### src/rtl/shared_div_arbiter.sv
// Shared restoring divider time-multiplexed between THREADS requesters.
// A round-robin arbiter picks one requester, which is then served by a three-state FSM.
module shared_div_arbiter #(
  parameter  int THREADS = 4,
  parameter  int WIDTH   = 8,
  localparam int GW      = (THREADS > 1) ? $clog2(THREADS) : 1,
  localparam int CW      = $clog2(WIDTH + 1)
) (
  input  logic                       clk,
  input  logic                       reset,
  input  logic [THREADS-1:0]         req,
  input  logic [THREADS*WIDTH-1:0]   dividend,
  input  logic [THREADS*WIDTH-1:0]   divisor,
  output logic [THREADS-1:0]         done,
  output logic [WIDTH-1:0]           quotient,
  output logic [WIDTH-1:0]           remainder,
  output logic                       busy,
  output logic [GW-1:0]              grant_id
);

  typedef enum logic [1:0] {IDLE, DIVIDE, DONE} state_t;

  state_t               state_q, state_d;
  logic [CW-1:0]        cnt_q, cnt_d;
  logic [WIDTH:0]       rem_q, rem_d;
  logic [WIDTH-1:0]     quo_q, quo_d;
  logic [WIDTH-1:0]     dsr_q, dsr_d;
  logic [GW-1:0]        grant_q, grant_d;
  logic [GW-1:0]        last_grant_q, last_grant_d;
  logic [THREADS-1:0]   done_q, done_d;
  logic [WIDTH-1:0]     quotient_q, quotient_d;
  logic [WIDTH-1:0]     remainder_q, remainder_d;

  logic                 pick_valid;
  logic [GW-1:0]        pick_idx;
  logic [WIDTH:0]       shifted;
  logic [WIDTH:0]       diff;
  logic [WIDTH:0]       step_rem;
  logic [WIDTH-1:0]     step_quo;

  // Scan from lowest to highest priority so the highest-priority requester is written last.
  always_comb begin
    pick_valid = 1'b0;
    pick_idx   = '0;
    for (int k = THREADS; k >= 1; k--) begin
      if (req[(int'(last_grant_q) + k) % THREADS]) begin
        pick_valid = 1'b1;
        pick_idx   = GW'((int'(last_grant_q) + k) % THREADS);
      end
    end
  end

  // quo_q shifts dividend bits out of its top while quotient bits enter at the bottom.
  always_comb begin
    shifted  = {rem_q[WIDTH-1:0], quo_q[WIDTH-1]};
    diff     = shifted - {1'b0, dsr_q};
    step_rem = diff[WIDTH] ? shifted : diff;
    step_quo = {quo_q[WIDTH-2:0], ~diff[WIDTH]};
  end

  always_comb begin
    state_d      = state_q;
    cnt_d        = cnt_q;
    rem_d        = rem_q;
    quo_d        = quo_q;
    dsr_d        = dsr_q;
    grant_d      = grant_q;
    last_grant_d = last_grant_q;
    done_d       = '0;
    quotient_d   = quotient_q;
    remainder_d  = remainder_q;
    case (state_q)
      IDLE: begin
        if (pick_valid) begin
          state_d      = DIVIDE;
          cnt_d        = CW'(WIDTH);
          rem_d        = '0;
          quo_d        = dividend[pick_idx*WIDTH +: WIDTH];
          dsr_d        = divisor[pick_idx*WIDTH +: WIDTH];
          grant_d      = pick_idx;
          last_grant_d = pick_idx;
        end
      end
      DIVIDE: begin
        rem_d = step_rem;
        quo_d = step_quo;
        cnt_d = cnt_q - CW'(1);
        if (cnt_q == CW'(1)) begin
          state_d          = DONE;
          done_d[grant_q]  = 1'b1;
          quotient_d       = step_quo;
          remainder_d      = step_rem[WIDTH-1:0];
        end
      end
      DONE: begin
        state_d = IDLE;
      end
      default: begin
        state_d = IDLE;
      end
    endcase
  end

  always_ff @(posedge clk) begin
    if (reset) begin
      state_q      <= IDLE;
      cnt_q        <= '0;
      rem_q        <= '0;
      quo_q        <= '0;
      dsr_q        <= '0;
      grant_q      <= '0;
      last_grant_q <= GW'(THREADS - 1);
      done_q       <= '0;
      quotient_q   <= '0;
      remainder_q  <= '0;
    end else begin
      state_q      <= state_d;
      cnt_q        <= cnt_d;
      rem_q        <= rem_d;
      quo_q        <= quo_d;
      dsr_q        <= dsr_d;
      grant_q      <= grant_d;
      last_grant_q <= last_grant_d;
      done_q       <= done_d;
      quotient_q   <= quotient_d;
      remainder_q  <= remainder_d;
    end
  end

  assign done      = done_q;
  assign quotient  = quotient_q;
  assign remainder = remainder_q;
  assign busy      = (state_q != IDLE);
  assign grant_id  = grant_q;

endmodule

### config.mk
export PLATFORM = sky130hd
export DESIGN_NAME = shared_div_arbiter
export DESIGN_NICKNAME = d
export VERILOG_FILES = /design/src/rtl/shared_div_arbiter.sv
export SDC_FILE = /design/constraint.sdc
export NUM_CORES = 1
export LEC_CHECK = 0
export BUFFER_PORTS_ARGS = -buffer_cell sky130_fd_sc_hd__buf_4
export CAP_MARGIN = 10
export CORE_UTILIZATION = 55
export CTS_CLUSTER_DIAMETER = 40
export DETAILED_ROUTE_END_ITERATION = 10
export GPL_TIMING_DRIVEN = 0
export HOLD_SLACK_MARGIN = 0.1
export PLACE_DENSITY = 0.85
export SYNTH_ARGS = -nofsm -noshare
export SYNTH_HDL_FRONTEND = slang
export SYNTH_SLANG_ARGS = --single-unit
### constraint.sdc
create_clock -name clk -period 5.4 [get_ports clk]
set_input_delay 0.27 -clock clk [delete_from_list [all_inputs] [get_ports clk]]
set_output_delay 0.27 -clock clk [all_outputs]
set_load 0.02 [all_outputs]
== Word-level counts from Yosys, hierarchy flattened ==
Index checks and enable logic that the tools add are counted.
Operators by class
  bitwise logic cells: 7
  shift-type cells: 2
  reduce and logical (&&, ||, !) cells: 13
  mux-type cells: 32
  $add $sub $neg: 6
  equal/unequal tests: 4
  magnitude comparators: 6
Operators with widths (count)
  $shiftx A32 B6 Y8: 2
  $pmux W8 S2: 2
  $mux W8: 3
  $lt A3 B4 Y1 const B: 4
  $mux W1: 13
  $mux W2: 6
  $sub A9 B8 Y9: 1
  $bmux W1 S2: 4
  $pmux W4 S2: 1
  $reduce_and A2 Y1: 4
  $reduce_or A2 Y1: 4
  $add A2 B1 Y2 const B: 2
  $add A2 B2 Y2 const B: 2
  $and A1 B1 Y1 const A: 4
  $eq A4 B1 Y1 const B: 1
  $mux W4: 1
  $ne A2 B2 Y1 const B: 2
  $pmux W2 S2: 1
  $reduce_bool A2 Y1: 2
  $sub A4 B1 Y4 const B: 1
  $lt A2 B3 Y1 const B: 1
  $not A1 Y1: 3
  $reduce_or A3 Y1: 1
  $demux W1 S2: 1
  other kinds (4): 4
Storage, ports and cells
  word-level logic and storage cells: 80
  input bits: 70
  output and inout bits: 23
  register bits: 54

== Depth between registers and ports, before layout ==
  word-level depth: 13
  gate-level depth with buffers: 11
  gate-level depth less buffers: 10

== Worst setup path after synthesis ==
No wires, ideal clock.
  kind: reg2reg
  start point: reg quo_q[7]
  end point: reg remainder_q[6] (netlist: remainder[6])
  setup slack: 2998 ps
  path buffers: 1
  library setup time: 133 ps
  arrival: 2269 ps
  clock period less this slack: 2402 ps
  data required time: 5267 ps
  stages on the path, launching flop included: 11
  cells stage by stage: dfxtp_1 inv_1 ha_1 inv_1 fa_1 a211oi_2 o21ai_2 a221oi_4 buf_6 mux2i_1 a211oi_2
Between the ends
  cells in the longest elaborated chain, start to end: 2
RTL lines
  start: declaration: line 26  | logic [WIDTH-1:0] quo_q, quo_d;
  start signal: assignment: line 120  | quo_q <= quo_d;
  $sub A9 B8 Y9: line 56  | diff = shifted - {1'b0, dsr_q};
  $mux W8: line 57  | step_rem = diff[WIDTH] ? shifted : diff;
  end signal: assignment: line 126  | remainder_q <= remainder_d;
  end: declaration: line 32  | logic [WIDTH-1:0] remainder_q, remainder_d;
Every way passes these cells.
A chain may end at the register's enable or synchronous reset.

== Final worst setup path ==
Ends and elaborated chain as after synthesis.

==> run metrics <==
outcome=complete, no violations; Setup crit start kind=register; CP required=5.59 ns; Netlist cell types=52; overall power=0.001343 W; most frequent cells in the layout=buf_4 (93), dfxtp_1 (54), nand2_1 (43); DP HPWL=5944 um; hold buffers post-CTS=0; HP Class=in -> reg; Setup Viol. Count Final=0; Synth top area share=36.27%; GRT Total Usage=28.34%; CTS tree=done; Die ar.=5717 um2; WL met1=3440 um; Gate Count Post-Synth=344; power density over cell area=347.3 nW/um2; Seq/Total Area, Yosys=36.27%; Slew HR=38.03%; drt first pass iters=4; via count=2,884; Initial Util=57.62%; unrepaired setup endpoints after global routing=false; Syn Area/Cell=8.664 um2; total grt overflow=0; post-synthesis register bit count=54; mapped cell area=2980 um2; top cells by area, synth=dfxtp_1 (36%), mux2i_1 (7.1%), nand2_1 (5.4%); post-cts repair resize count=0; DRC=0; gpl congestion=0.8546; I/O Buffers=92; Post-Route Setup TNS=0 ns; layout cells sized above 1=27.70%; top_reg_cell synth=dfxtp_1; average wire per cell in the routed design=14.76 um; via/cell ratio=5.611; Core ar.=5172 um2; Slew Viols, Final=0; Crit. End Element=register; post-synth top area cell=dfxtp_1; postcts setup bufs=0; Post-synth EDFFs=0; CP Buf/Inv Count=3; DRT iter0 DRCs=199; P_leak=1.640 nW; Period minus WS final=2.701 ns; Total Nets Final=524; Worst path top cell family by delay=compound AO/OA/AOI/OAI gates; Ports=93; Crit path arrival time=2.89 ns; CTS root buffer=clkbuf_8; Max Freq=370.2 MHz; row cnt=26; worst-path fanout max=10; Post-synth ARST share=0%; maxcap violations=0; # clock sinks=54; yosys warns=0; clk_skew=0.004803 ns; commonest non-fill, non-tap cell in the layout=buf_4; Layout area overhead=29.76%; H-tree levels=2; Tcrit/Tclk final=50.02%; Worst-path clk slew=0.09 ns; final hold vios=0; Die Ht=75.61 um; critical-path cell list=inv_1 > ha_1 > inv_1 > fa_1 > a211oi_2 > o21ai_2 > a221oi_4 > buf_6 > mux2i_1 > a211oi_2; Num CTS Buffers=5; number of routed nets with antenna violations=0; die outline width=75.61 um; clk buf depth=2; CP max-delay cell=a221oi_4; n_diodes=0; initial antenna violation count=0; vias in the first global route=2,654; Max stage delay on crit path=0.49 ns; first-pass GRT wire length=12,270 um; Clock Latency Late Sink=0.31 ns; met2 wire length=3587 um; largest net degree at the start of global routing=17; Post-Syn Nets=425; Peak VDD IR=0.0001858 V; CP Class=reg -> reg; Slew @ Worst Pin=0.9224 ns; DR top layer=met4; drt total wl=7589 um; met3 wire len=450 um
tightest hold or removal path, stage by stage:
cell and delay (ns):
buf_4 0.11, nor2_1 0.08, nand2_1 0.06, o21ai_0 0.08
sequential cells by signal, indices dropped and copies added (netlist names):
signal / cells
cnt_q: 4
grant_id: 2
last_grant_q: 2
state_q: 2
done: 4
quo_q: 8
dsr_q: 8
rem_q: 8
quotient: 8
remainder: 8
cell type report:
class                   count  area (um2)
plain buffers              22       98.84
clock buffers               5       68.82
clock inverters             3       40.04
fillers                   392        1305
inverters                  11       41.29
multi-input cells         257        1759
flip-flops and latches     54        1081
well taps                  70       87.58
repair buffers             92       690.7
where the power goes:
part	switching, W	total, W	internal, W	leakage [nW]
Sequential	0.0000363	0.000480	0.000443	0.442
Clock	0.000130	0.000267	0.000137	0.0579
Combinational	0.000321	0.000597	0.000275	1.14
metal layers:
metal  GRT usage (%)  up-vias
met5               0        -
met4           9.259        0
met3           5.556        7
met2           47.12      112
met1           37.04     1322
li1                -     1443
cell families after synthesis:
group                    Yosys count  synth area share (%)
AND/OR/NAND/NOR                  104                 16.16
XOR/XNOR                           4                 1.176
buffers and inverters             33                 4.702
AO/OA/AOI/OAI                    108                 25.99
flip-flops                        54                 36.27
adder cells (fa/ha/maj)           11                 4.870
multiplexers                      30                 10.83
cell usage after synthesis (all sizes together) (4+ instances only):
cell type / number
a211oi: 16
dfxtp: 54
ha: 10
o31ai: 8
nand3b: 4
or2: 4
a22oi: 8
mux2: 8
o21ai: 19
nor2b: 11
inv: 11
mux2i: 21
nor2: 26
a21oi: 21
o22ai: 8
buf: 7
clkbuf: 15
nand2: 43
a211o: 9
stage by stage:
stage | cell area [um2] | hold WS (ns) | utilization [%] | std cells | setup WS, ns
2_1_floorplan | 2980 | 0.4378 | - | 344 | 2.998
3_3_place_gp | 3759 | 0.4455 | 72.67 | 506 | 2.703
3_5_place_dp | 3759 | 0.4521 | 72.67 | 506 | 2.700
4_1_cts | 3867 | 0.3311 | 74.77 | 514 | 2.672
5_1_grt | 3867 | 0.3425 | 74.77 | 514 | 2.489
6_report | 3867 | 0.3458 | 74.77 | 514 | 2.699
worst paths after layout:
| check | cells past startpoint | endpoint | startpoint | slack (ns) |
|---|---|---|---|---|
| setup / recovery | 10 | remainder[6] | quo_q[7] | 2.70 |
| hold / removal | 4 | rem_q[7] | reset | 0.35 |
| setup reg to reg | 10 | remainder[6] | quo_q[7] | 2.70 |
| hold reg to reg | 2 | quotient[3] | quotient[3] | 0.47 |
No activity file was read; power rests on OpenSTA's default activity.
